<file path="src/rtl/fd_branch_stage_if.sv">
// fd_branch_stage_if: fetch/decode bundle between fetch, hazard unit and the branch stage
interface fd_branch_stage_if #(parameter int DW = 16, parameter int CNT_W = 16);
  logic [2*DW-1:0] f_in;
  logic            stall;
  logic [2:0]      flags;
  logic [DW-1:0]   rs_data;
  logic [DW-1:0]   d_pc_plus_2;
  logic [DW-1:0]   d_instr;
  logic            d_valid;
  logic            flush;
  logic [DW-1:0]   branch_target;
  logic            halt_seen;
  logic [CNT_W-1:0] br_count;
  logic [CNT_W-1:0] br_taken_count;
  modport master (
    output f_in, stall, flags, rs_data,
    input  d_pc_plus_2, d_instr, d_valid, flush, branch_target, halt_seen, br_count, br_taken_count
  );
  modport slave (
    input  f_in, stall, flags, rs_data,
    output d_pc_plus_2, d_instr, d_valid, flush, branch_target, halt_seen, br_count, br_taken_count
  );
endinterface

</file>
<file path="src/rtl/fd_branch_stage.sv">
// fd_branch_stage: IF/ID register with decode-stage branch resolution, halt tracking and branch counters
module fd_branch_stage #(
  parameter int DW    = 16,
  parameter int CNT_W = 16
) (
  input  logic             clk,
  input  logic             rst,
  fd_branch_stage_if.slave fd
);
  typedef enum logic {RUN = 1'b0, HALTED = 1'b1} state_t;
  state_t state_q, state_d;
  logic [DW-1:0] pc_q, pc_d, instr_q, instr_d, target;
  logic [CNT_W-1:0] br_q, br_d, tk_q, tk_d;
  logic valid_q, valid_d, is_b, is_br, cond_true, run, resolve, flush, halt_now, hold;
  logic n, z, v;
  logic [7:0] cond_vec;
  assign {n, z, v} = fd.flags;
  assign is_b      = instr_q[15:12] == 4'hC;
  assign is_br     = instr_q[15:12] == 4'hD;
  // Indexed by the 3-bit condition field
  assign cond_vec  = {1'b1, v, n | z, z | (~z & ~n), n, ~z & ~n, z, ~z};
  assign cond_true = cond_vec[instr_q[11:9]];
  assign run       = state_q == RUN;
  assign resolve   = valid_q & (is_b | is_br) & ~fd.stall & run;
  assign flush     = resolve & cond_true;
  assign target    = is_b ? pc_q + {{(DW-10){instr_q[8]}}, instr_q[8:0], 1'b0} : fd.rs_data;
  assign halt_now  = run & valid_q & (instr_q[15:12] == 4'hF) & ~fd.stall;
  assign hold      = ~run | halt_now | fd.stall;
  always_ff @(posedge clk or posedge rst) begin
    if (rst) state_q <= RUN;
    else     state_q <= state_d;
  end
  always_comb begin
    state_d = halt_now ? HALTED : state_q;
  end
  always_comb begin
    fd.halt_seen = state_q == HALTED;
  end
  always_comb begin
    pc_d    = hold ? pc_q : flush ? '0 : fd.f_in[2*DW-1:DW];
    instr_d = hold ? instr_q : flush ? '0 : fd.f_in[DW-1:0];
    // The HLT leaving D is the last valid instruction; nothing behind it is real
    valid_d = (~run | halt_now) ? 1'b0 : fd.stall ? valid_q : ~flush;
    br_d    = (resolve & ~&br_q) ? br_q + CNT_W'(1) : br_q;
    tk_d    = (flush & ~&tk_q) ? tk_q + CNT_W'(1) : tk_q;
  end
  always_ff @(posedge clk or posedge rst) begin
    if (rst) begin
      pc_q    <= '0;
      instr_q <= '0;
      valid_q <= 1'b0;
      br_q    <= '0;
      tk_q    <= '0;
    end else begin
      pc_q    <= pc_d;
      instr_q <= instr_d;
      valid_q <= valid_d;
      br_q    <= br_d;
      tk_q    <= tk_d;
    end
  end
  assign fd.d_pc_plus_2    = pc_q;
  assign fd.d_instr        = instr_q;
  assign fd.d_valid        = valid_q;
  assign fd.flush          = flush;
  assign fd.branch_target  = flush ? target : '0;
  assign fd.br_count       = br_q;
  assign fd.br_taken_count = tk_q;
endmodule

</file>
<file path="src/flat_wrapper.sv">
// flat-port wrapper written by rule: the top's interface ports become plain ports
module fd_branch_stage_flat 
#(
  parameter int DW    = 16,
  parameter int CNT_W = 16
)
  (clk, rst, fd_f_in, fd_stall, fd_flags, fd_rs_data, fd_d_pc_plus_2, fd_d_instr, fd_d_valid, fd_flush, fd_branch_target, fd_halt_seen, fd_br_count, fd_br_taken_count);
  fd_branch_stage_if #(.DW(DW), .CNT_W(CNT_W)) fd_i ();
  input  logic clk;
  input  logic rst;
  input wire logic [$bits(fd_i.f_in)-1:0] fd_f_in;
  input wire logic [$bits(fd_i.stall)-1:0] fd_stall;
  input wire logic [$bits(fd_i.flags)-1:0] fd_flags;
  input wire logic [$bits(fd_i.rs_data)-1:0] fd_rs_data;
  output wire logic [$bits(fd_i.d_pc_plus_2)-1:0] fd_d_pc_plus_2;
  output wire logic [$bits(fd_i.d_instr)-1:0] fd_d_instr;
  output wire logic [$bits(fd_i.d_valid)-1:0] fd_d_valid;
  output wire logic [$bits(fd_i.flush)-1:0] fd_flush;
  output wire logic [$bits(fd_i.branch_target)-1:0] fd_branch_target;
  output wire logic [$bits(fd_i.halt_seen)-1:0] fd_halt_seen;
  output wire logic [$bits(fd_i.br_count)-1:0] fd_br_count;
  output wire logic [$bits(fd_i.br_taken_count)-1:0] fd_br_taken_count;
  assign fd_i.f_in = fd_f_in;
  assign fd_i.stall = fd_stall;
  assign fd_i.flags = fd_flags;
  assign fd_i.rs_data = fd_rs_data;
  assign fd_d_pc_plus_2 = fd_i.d_pc_plus_2;
  assign fd_d_instr = fd_i.d_instr;
  assign fd_d_valid = fd_i.d_valid;
  assign fd_flush = fd_i.flush;
  assign fd_branch_target = fd_i.branch_target;
  assign fd_halt_seen = fd_i.halt_seen;
  assign fd_br_count = fd_i.br_count;
  assign fd_br_taken_count = fd_i.br_taken_count;
  fd_branch_stage #(.DW(DW), .CNT_W(CNT_W)) u_core (.clk(clk), .rst(rst), .fd(fd_i));
endmodule
</file>
<file path="config.mk">
export PLATFORM = sky130hd
export DESIGN_NAME = fd_branch_stage_flat
export DESIGN_NICKNAME = d
export VERILOG_FILES = /design/src/rtl/fd_branch_stage_if.sv /design/src/rtl/fd_branch_stage.sv /design/src/flat_wrapper.sv
export SDC_FILE = /design/constraint.sdc
export NUM_CORES = 1
export LEC_CHECK = 0
export CAP_MARGIN = 30
export CORE_UTILIZATION = 45
export CTS_CLUSTER_DIAMETER = 60
export CTS_CLUSTER_SIZE = 10
export DETAILED_ROUTE_END_ITERATION = 8
export HOLD_SLACK_MARGIN = 0.15
export PLACE_DENSITY_LB_ADDON = 0.25
export SLEW_MARGIN = 20
export SYNTH_ARGS = -nofsm -noshare
export SYNTH_HDL_FRONTEND = slang
export SYNTH_SLANG_ARGS = --single-unit
</file>
<file path="constraint.sdc">
create_clock -name clk -period 2.89 [get_ports clk]
set_input_delay 0.578 -clock clk [delete_from_list [all_inputs] [get_ports clk]]
set_output_delay 0.578 -clock clk [all_outputs]
set_load 0.005 [all_outputs]
</file>
======== Word-level counts from Yosys, hierarchy flattened ========
Index checks and enable logic that the tools add are counted.
storage, ports and cells
  bits in registers ....................... 66
  input bits .............................. 54
  output and inout bits ................... 83
  logic and storage cells ................. 46
cells by class
  add/subtract/negate cells ............... 3
  magnitude comparators ................... 1
  equality and inequality tests ........... 4
  mux-type cells .......................... 8
  bitwise gates (word level) .............. 20
  reduce and logical (&&, ||, !) cells .... 4
operator list
  operator                                                                       number
  16-bit 2-to-1 mux                                                              4
  16-bit by 1-bit adder with 16-bit output (second input constant)               2
  16-bit AND reduction                                                           2
  16-bit adder                                                                   1
  4-bit equality test (second input constant)                                    3
  1-bit bitwise AND                                                              10
  1-bit NOT                                                                      5
  1-bit bitwise OR                                                               5
  3-bit by 4-bit less-than comparator with 1-bit output (second input constant)  1
  1-bit binary-select mux with 3-bit select                                      1
  1-bit 2-to-1 mux                                                               3
  1-bit zero test                                                                2
  2-bit by 1-bit inequality test with 1-bit output (second input constant)       1

======== Longest topological paths before layout ========
Gate-level depths: netlist of run 1.
  depth in word-level cells ............... 9
  mapped depth ............................ 9
  depth with buffers taken out ............ 9

======== Worst setup path before layout of run 1 ========
No wires, ideal clock.
  path type ............................... register to output
  start point ............................. register u_core.instr_q[3] (netlist: u_core.fd.d_instr[3])
  end point ............................... output fd_branch_target[8]
  data arrival time ....................... 2.074 ns
  data required time ...................... 2.312 ns
  path slack .............................. 0.238 ns
  stages on the path, launching flop included .. 8
  buffers on the path ..................... 0
  cells stage by stage .................... dfrtp_1 ha_1 a21o_1 a21oi_1 a21boi_1 nor2_1 or4b_2 a31oi_1
on the way
  cells in the longest elaborated chain, start to end .. 3
RTL lines
  element                 RTL line               source
  start, declared         fd_branch_stage.sv:12  logic [DW-1:0] pc_q, pc_d, instr_q, instr_d, target;
  start signal, assigned  fd_branch_stage.sv:56  instr_q <= instr_d;
  16-bit adder            fd_branch_stage.sv:26  assign target = is_b ? pc_q + {{(DW-10){instr_q[8]}}, instr_q[8:0], 1'b0} : fd.rs_data;
  16-bit 2-to-1 mux       fd_branch_stage.sv:26
  16-bit 2-to-1 mux       fd_branch_stage.sv:66  assign fd.branch_target = flush ? target : '0;
  end, declared           flat_wrapper.sv:19     output wire logic [$bits(fd_i.branch_target)-1:0] fd_branch_target;
Every way passes these cells.

======== Worst setup path after layout of run 1 ========
  start point ............................. register u_core.pc_q[2] (netlist: u_core.fd.d_pc_plus_2[2])
  end point ............................... output fd_branch_target[8]
on the way
  cells in the longest elaborated chain, start to end .. 3
RTL lines
  element                 RTL line               source
  start, declared         fd_branch_stage.sv:12
  start signal, assigned  fd_branch_stage.sv:55  pc_q <= pc_d;
  16-bit adder            fd_branch_stage.sv:26
  16-bit 2-to-1 mux       fd_branch_stage.sv:26
  16-bit 2-to-1 mux       fd_branch_stage.sv:66
Every way passes these cells.

==> impl_results.md, run 1 <==
* Cell Area, Synth at roughly 3700 um2
* VDD IR max at 286 uV
* Max-Cap Viols at 0
* Nets at approximately 660
* Comb pwr share at 0.347
* Power per cell area at between 500 and 600 nW/um2
* Via count at 3,892
* CP Class: reg -> out
* Most frequent cells in the layout: 116 x clkdlybuf4s50_1, 81 x buf_4, 64 x dfrtp_1
* Fin crit share at 1.08
* Worst Tran Pin Value at 0.399 ns
* Syn Area/Cell at 9.88 um2
* Final Total Pwr at 3.12 mW
* Initial antenna violation count at 0
* Vias in the first global route at 3,948
* Full die area at ~8600 um2
* RSZ-0062 raised after global routing: yes
* Seq/Total Area, Yosys at 0.447
* Worst EP required at ~2.3 ns
* Worst path cell trace: ha_1 -> a21o_1 -> nand4_1 -> a21boi_2 -> nor2_1 -> or4b_4 -> a31oi_1 -> buf_2
* Final setup viols at 9
* Crit path capture type: output pin
* Htree depth at 3
* DP Area at 5700 um2
* Final Slew Violations at 0
* Final Hold Viols at 0
* Most used DFF post-synth: dfrtp_1
* Synth warn at 0
* Via density at between 5 and 6
* TritonCTS clock tree: built
* IO Count at 137
* Inserted Clock Buffers at 9
* Initial Util at 0.471
* Worst skew pair latency at 0.35 ns
* Die H at 92.6 um
* Asr flop ratio synth at 1.00
* Placed insts at 672
* Delay-heaviest family, CP: simple AND/OR/NAND/NOR gates
* CTS Hold Buffers Added at 0
* Root Driver: clkbuf_8
* Core Region at 7850 um2
* Startpoint types: flop
* Critical path buffer and inverter count at 1
* FMAX at 319 MHz
* First-pass GRT wire length at 19,300 um
* Post-Layout Inst Area at 6190 um2
* Fin Setup TNS at -1.16 ns
* Max stage delay cell, worst path: or4b_4
* Slowest Stage Delay on Critical Path at 0.48 ns
* Final GP Congestion at 0.863
* Most common cell after layout, fill and taps aside: clkdlybuf4s50_1
* Final HPWL DP at 7830 um
* Clock sinks at between 60 and 70
* First-pass DRT Iterations at 4
* Dpl ws at -0.644 ns
* Largest net degree at the start of global routing at 67
* DRC at 0
* Area grow syn2layout at 67.6%
* Post-Syn Instances at 374
* Status: finished with violations
* Routed wire length at 11,900 um
* Post-synth EDFFs at 0
* Switching pwr at 0.916 mW
* Failing checks: negative setup slack
* Min-delay worst type: reg -> reg
* Final ANT Viol Nets at 0
* Antenna cell count at 0
* IO Port Bufs at 136
* Sequential power share at 0.348
* Peak fanout along the critical path at 2
* Leakage at about 2.8 nW
* 1st-iter DRT viols at 132
* Synth unique cells at about 50
* Skew final at between 0.01 and 0.015 ns
* Clock-pin slew on the worst setup and hold paths at 0.08 ns
* Post-synth net total at 445
* Row count at 32
* CP arrival at 2.55 ns
* Total grt overflow at 0
* Fin crit period at 3.13 ns
* Non-Filler Instances at 699
* Synthesized flop and latch total at 66
* Rel. slew slack at 0.731
* Maximum root-to-sink buffer count at 2
* Wire length per cell at 17.0 um
* Min setup slack post-route at -0.242 ns
* Switch share at 0.293
* Layout cells sized above 1 at 0.266
* Clock power share at 0.306
* Int Pwr at 2.21 mW
* Die Wd at 92.6 um
* Global-route usage over all layers at 0.287
worst reg2reg max path, stage by stage (launching register included):
cell	delay [ns]
dfrtp_1	0.40
or4_4	0.55
or2_4	0.27
buf_4	0.18
or4_1	0.54
xnor2_1	0.14
sequential cells by signal, summed over array words and instances, names as in the netlist:
signal                    flops
u_core.fd.br_count           16
u_core.fd.br_taken_count     16
u_core.fd.d_instr            16
u_core.fd.d_pc_plus_2        16
u_core.fd.d_valid             1
u_core.fd.halt_seen           1
per-layer routing:
metal	vias to the layer above	track usage	wire length, um
li1	1814	-	-
met1	1908	0.354	4980
met2	137	0.481	5950
met3	33	0.0443	576
met4	0	0.155	408
met5	-	0	0
per-stage QoR:
step | util | hold WS, ns
5_1_grt | 0.789 | 0.524
4_1_cts | 0.784 | 0.494
3_3_place_gp | 0.726 | 0.473
6_report | 0.789 | 0.493
2_1_floorplan | - | 0.474
3_5_place_dp | 0.726 | 0.481
cell families after synthesis:
kind of cell | after synthesis | share of synthesized area
buffers and inverters | 24 | 0.0278
adder cells (fa/ha/maj) | 17 | 0.0596
XOR/XNOR | 36 | 0.0853
AO/OA/AOI/OAI | 98 | 0.191
multiplexers | 3 | 0.00880
flip-flops | 66 | 0.447
AND/OR/NAND/NOR | 130 | 0.181
power by group through the flow:
stage,clock (mW),combinational (mW),sequential [mW]
2_1_floorplan,0,0.370,1.09
3_3_place_gp,0,0.894,1.08
3_5_place_dp,0,0.913,1.09
4_1_cts,0.967,1.03,1.08
5_1_grt,1.02,1.17,1.09
6_report,0.954,1.08,1.08
final cells by class:
class                           count  area (um2)
Multi-Input combinational cell    284        2180
Timing Repair Buffer              221        1950
Sequential cell                    66        1650
Fill cell                         521        1650
Clock buffer                       10         128
Tap cell                          102         128
Clock inverter                      6         115
Inverter                           10        37.5
repair_timing:
| item | CTS | global route |
|---|---|---|
| endpoints found under the setup margin | 17 | 12 |
| buffers inserted | 9 | 2 |
| resized for setup | 83 | 17 |
| pin swaps | 31 | 21 |
| endpoints found under the hold margin | 0 | 0 |
synth_stat cells, drive strengths merged (2+ instances only):
library cell	count	area share
nor3	8	0.011
a211oi	3	0.0074
or2	2	0.0041
nor2b	4	0.0068
a21boi	2	0.0041
buf	5	0.0085
nand3	12	0.016
ha	16	0.054
and3	6	0.010
a21o	9	0.018
and4	4	0.0095
nor2	24	0.024
a31oi	6	0.010
o21ai	9	0.012
nand3b	3	0.0061
a22o	32	0.076
or4	3	0.0071
mux2	2	0.0061
nand4b	2	0.0047
clkbuf	9	0.0091
o31ai	2	0.0041
xnor2	24	0.057
or3	5	0.0085
xor2	12	0.028
inv	10	0.010
a21oi	23	0.031
nand4	14	0.024
nand2	39	0.040
dfrtp	66	0.45
o21a	2	0.0041
worst paths after layout:
check                      cells past startpoint                           end  slack [ns]                   startpoint
max                                            8           fd_branch_target[8]       -0.24     u_core.fd.d_pc_plus_2[2]
min                                            1   u_core.fd.br_taken_count[4]        0.49  u_core.fd.br_taken_count[4]
max reg2reg                                    5  u_core.fd.br_taken_count[10]        0.70          u_core.fd.halt_seen
min reg2reg                                    1   u_core.fd.br_taken_count[4]        0.49  u_core.fd.br_taken_count[4]
max in group asynchronous                      3          u_core.fd.d_instr[3]        1.98                          rst
min in group asynchronous                      3          u_core.fd.d_instr[8]        0.62                          rst
Note: power is estimated with default switching activity, not from simulation.
==> run 2, diff against run 1 <==
Settings changed: SLEW_MARGIN 20 to not set.
==> results of run 2 <==
The final DEF is identical to that of run 1; final timing and power are the same.
==> run 3, diff against run 2 <==
Settings changed: CORE_UTILIZATION 45 to 38.
==> run 3 against run 2 <==
Effect of this change: the run still ends with negative setup slack left; core utilization is 11 points lower; worst setup slack lost 0.033 ns; clock skew shrank 0.0019 ns; first-iteration DRC count grew 5.3%; cell area up 1.7%; via count shrank 2.3%; critical path depth is 3 higher; total power barely moved; combinational power about the same; fmax down 1.0%; critical endpoint is now fd_branch_target[15]; highest routed layer unchanged.
==> impl_results.md, run 3 (same netlist as run 1, synthesis figures left out) <==
* Core Region at 9330 um2 (+19%)
* Slowest Stage Delay on Critical Path at 0.38 ns (-0.10 ns)
* IO Count at 137 (unchanged)
* Layout cells sized above 1 at 0.274 (+0.00792)
* R2R Path End: u_core.fd.br_count[15]
* Antenna cell count at 0 (unchanged)
* Die H at 101 um (+8.6%)
* Final GP Congestion at 0.858 (-0.63%)
* RSZ-0062 raised after global routing: yes
* Final ANT Viol Nets at 0 (unchanged)
* Worst Hold End: u_core.fd.br_taken_count[4]
* Nets at 664 (+0.15%)
* Delay-heaviest family, CP: compound AO/OA/AOI/OAI gates
* Reg2Reg Setup Slack at 0.68 ns (-0.02 ns)
* Htree depth at 3 (unchanged)
* RR Startpoint: u_core.fd.halt_seen
* Worst path cell trace: ha_2 -> inv_2 -> fa_2 -> nor2b_4 -> o2111ai_2 -> a21boi_1 -> buf_4 -> o31ai_4 -> xnor2_2 -> o31ai_2 -> buf_2
* Worst EP required at 2.31 ns (about the same)
* Fin crit period at 3.16 ns (+0.0330 ns)
* CP arrival at 2.59 ns (+0.04 ns)
* Rel. slew slack at 0.584 (-0.147)
* Largest net degree at the start of global routing at 42 (-37%)
* Global-route usage over all layers at 0.229 (-0.0579)
* Vias in the first global route at 3,783 (-4.2%)
* CTS Hold Buffers Added at 0 (unchanged)
* Min-Delay Startpoint: u_core.fd.br_taken_count[4]
* Worst Tran Pin Value at 0.623 ns (+0.224 ns)
* Min-delay worst type: reg -> reg
* Worst skew pair latency at 0.34 ns (about the same)
* Hold path depth at 1 (unchanged)
* Max-Cap Viols at 0 (unchanged)
* Final Slew Violations at 0 (unchanged)
* Clock-pin slew on the worst setup and hold paths at 0.08 ns (about the same)
* First-pass GRT wire length at 18,300 um (-4.9%)
* Leakage at 2.84 nW (+1.2%)
* Final Hold Viols at 0 (unchanged)
* Critical path buffer and inverter count at 3 (+2)
* Worst hold margin at 0.488 ns (-0.00500 ns)
* Crit path capture type: output pin
* Root Driver: clkbuf_8
* Most frequent cells in the layout: 116 x clkdlybuf4s50_1, 77 x buf_4, 65 x dfrtp_1
* Fin crit share at 1.10 (+0.0114)
* Max stage delay cell, worst path: dfrtp_1
* 1st-iter DRT viols at 139 (+5.3%)
* Via count at 3,804 (-2.3%)
* Power per cell area at 495 nW/um2 (-1.7%)
* Peak fanout along the critical path at 3 (+1)
* Full die area at 10,100 um2 (+18%)
* Fin Setup TNS at -1.24 ns (-0.0721 ns)
* Failing checks: negative setup slack
* FMAX at 316 MHz (-1.0%)
* Min setup slack post-route at -0.275 ns (-0.0330 ns)
* Final HPWL DP at 8170 um (+4.4%)
* Depth of the most critical reg-to-reg path at 6 (+1)
* Skew final at 0.00926 ns (-0.00195 ns)
* Initial Util at 0.396 (-0.0747)
* Via density at 5.23 (-6.0%)
* CP Class: reg -> out
* Total grt overflow at 0 (unchanged)
* Routed wire length at 11,500 um (-3.4%)
* Inserted Clock Buffers at 9 (unchanged)
* Wire length per cell at 15.8 um (-7.1%)
* Fill count at 747 (+43%)
* Final Total Pwr at 3.12 mW (about the same)
* Final setup viols at 8 (-1)
* Most common cell after layout, fill and taps aside: clkdlybuf4s50_1
* Status: finished with violations
* DRC at 0 (unchanged)
* Maximum root-to-sink buffer count at 2 (unchanged)
* Die Wd at 101 um (+8.6%)
* First-pass DRT Iterations at 4 (unchanged)
* IO Port Bufs at 136 (unchanged)
* Row count at 35 (+9.4%)
* Startpoint types: flop
* Initial antenna violation count at 0 (unchanged)
* Clock sinks at 66 (unchanged)
* VDD IR max at 270 uV (-5.7%)
* Area grow syn2layout at 70.5%
* TritonCTS clock tree: built
## run 3: power breakdown
part | switching (mW) | internal (mW)
Clock | 0.379 | 0.577
Sequential | 0.0782 | 0.998
Combinational | 0.455 | 0.634
## run 3: repair_timing
action	4_1_cts	5_1_grt
endpoints found under the setup margin	17	15
pin swaps	28	27
buffers inserted	11	11
resized for setup	87	29
## run 3: worst max path at each step
stage | slack [ns] | cells after the start | start | end
2_1_floorplan | 0.24 | 7 | u_core.fd.d_instr[3] | fd_branch_target[8]
3_3_place_gp | -0.62 | 6 | fd_stall | fd_branch_target[14]
3_5_place_dp | -0.68 | 9 | fd_stall | fd_branch_target[15]
4_1_cts | -0.30 | 11 | u_core.fd.d_instr[0] | fd_branch_target[15]
5_1_grt | -0.36 | 11 | u_core.fd.d_instr[0] | fd_branch_target[15]
6_report | -0.27 | 11 | u_core.fd.d_instr[0] | fd_branch_target[15]
## run 3: area by class of cell
class	count	area, um2	share of cell area
multi-input combinational	284	2220	0.353
timing repair buffer	222	1980	0.315
sequential	66	1650	0.262
tap	129	161	0.0256
clock buffer	10	128	0.0203
clock inverter	6	115	0.0183
inverter	10	37.5	0.00596
## run 3: metrics by stage
| stage | std cells | area (um2) | setup slack [ns] | utilization |
|---|---|---|---|---|
| floorplan | 374 | 3700 | 0.238 | - |
| global route | 727 | 6300 | -0.357 | 0.676 |
| CTS | 719 | 6110 | -0.303 | 0.655 |
| detailed placement | 692 | 5670 | -0.677 | 0.608 |
| finish | 727 | 6300 | -0.275 | 0.676 |
| global placement | 692 | 5670 | -0.622 | 0.608 |
## run 3: metal layers
layer,vias up,routed length [um],track usage
li1,1817,-,-
met1,1856,5030,0.287
met2,108,5680,0.391
met3,23,559,0.0506
met4,0,238,0.0736
met5,-,0,0
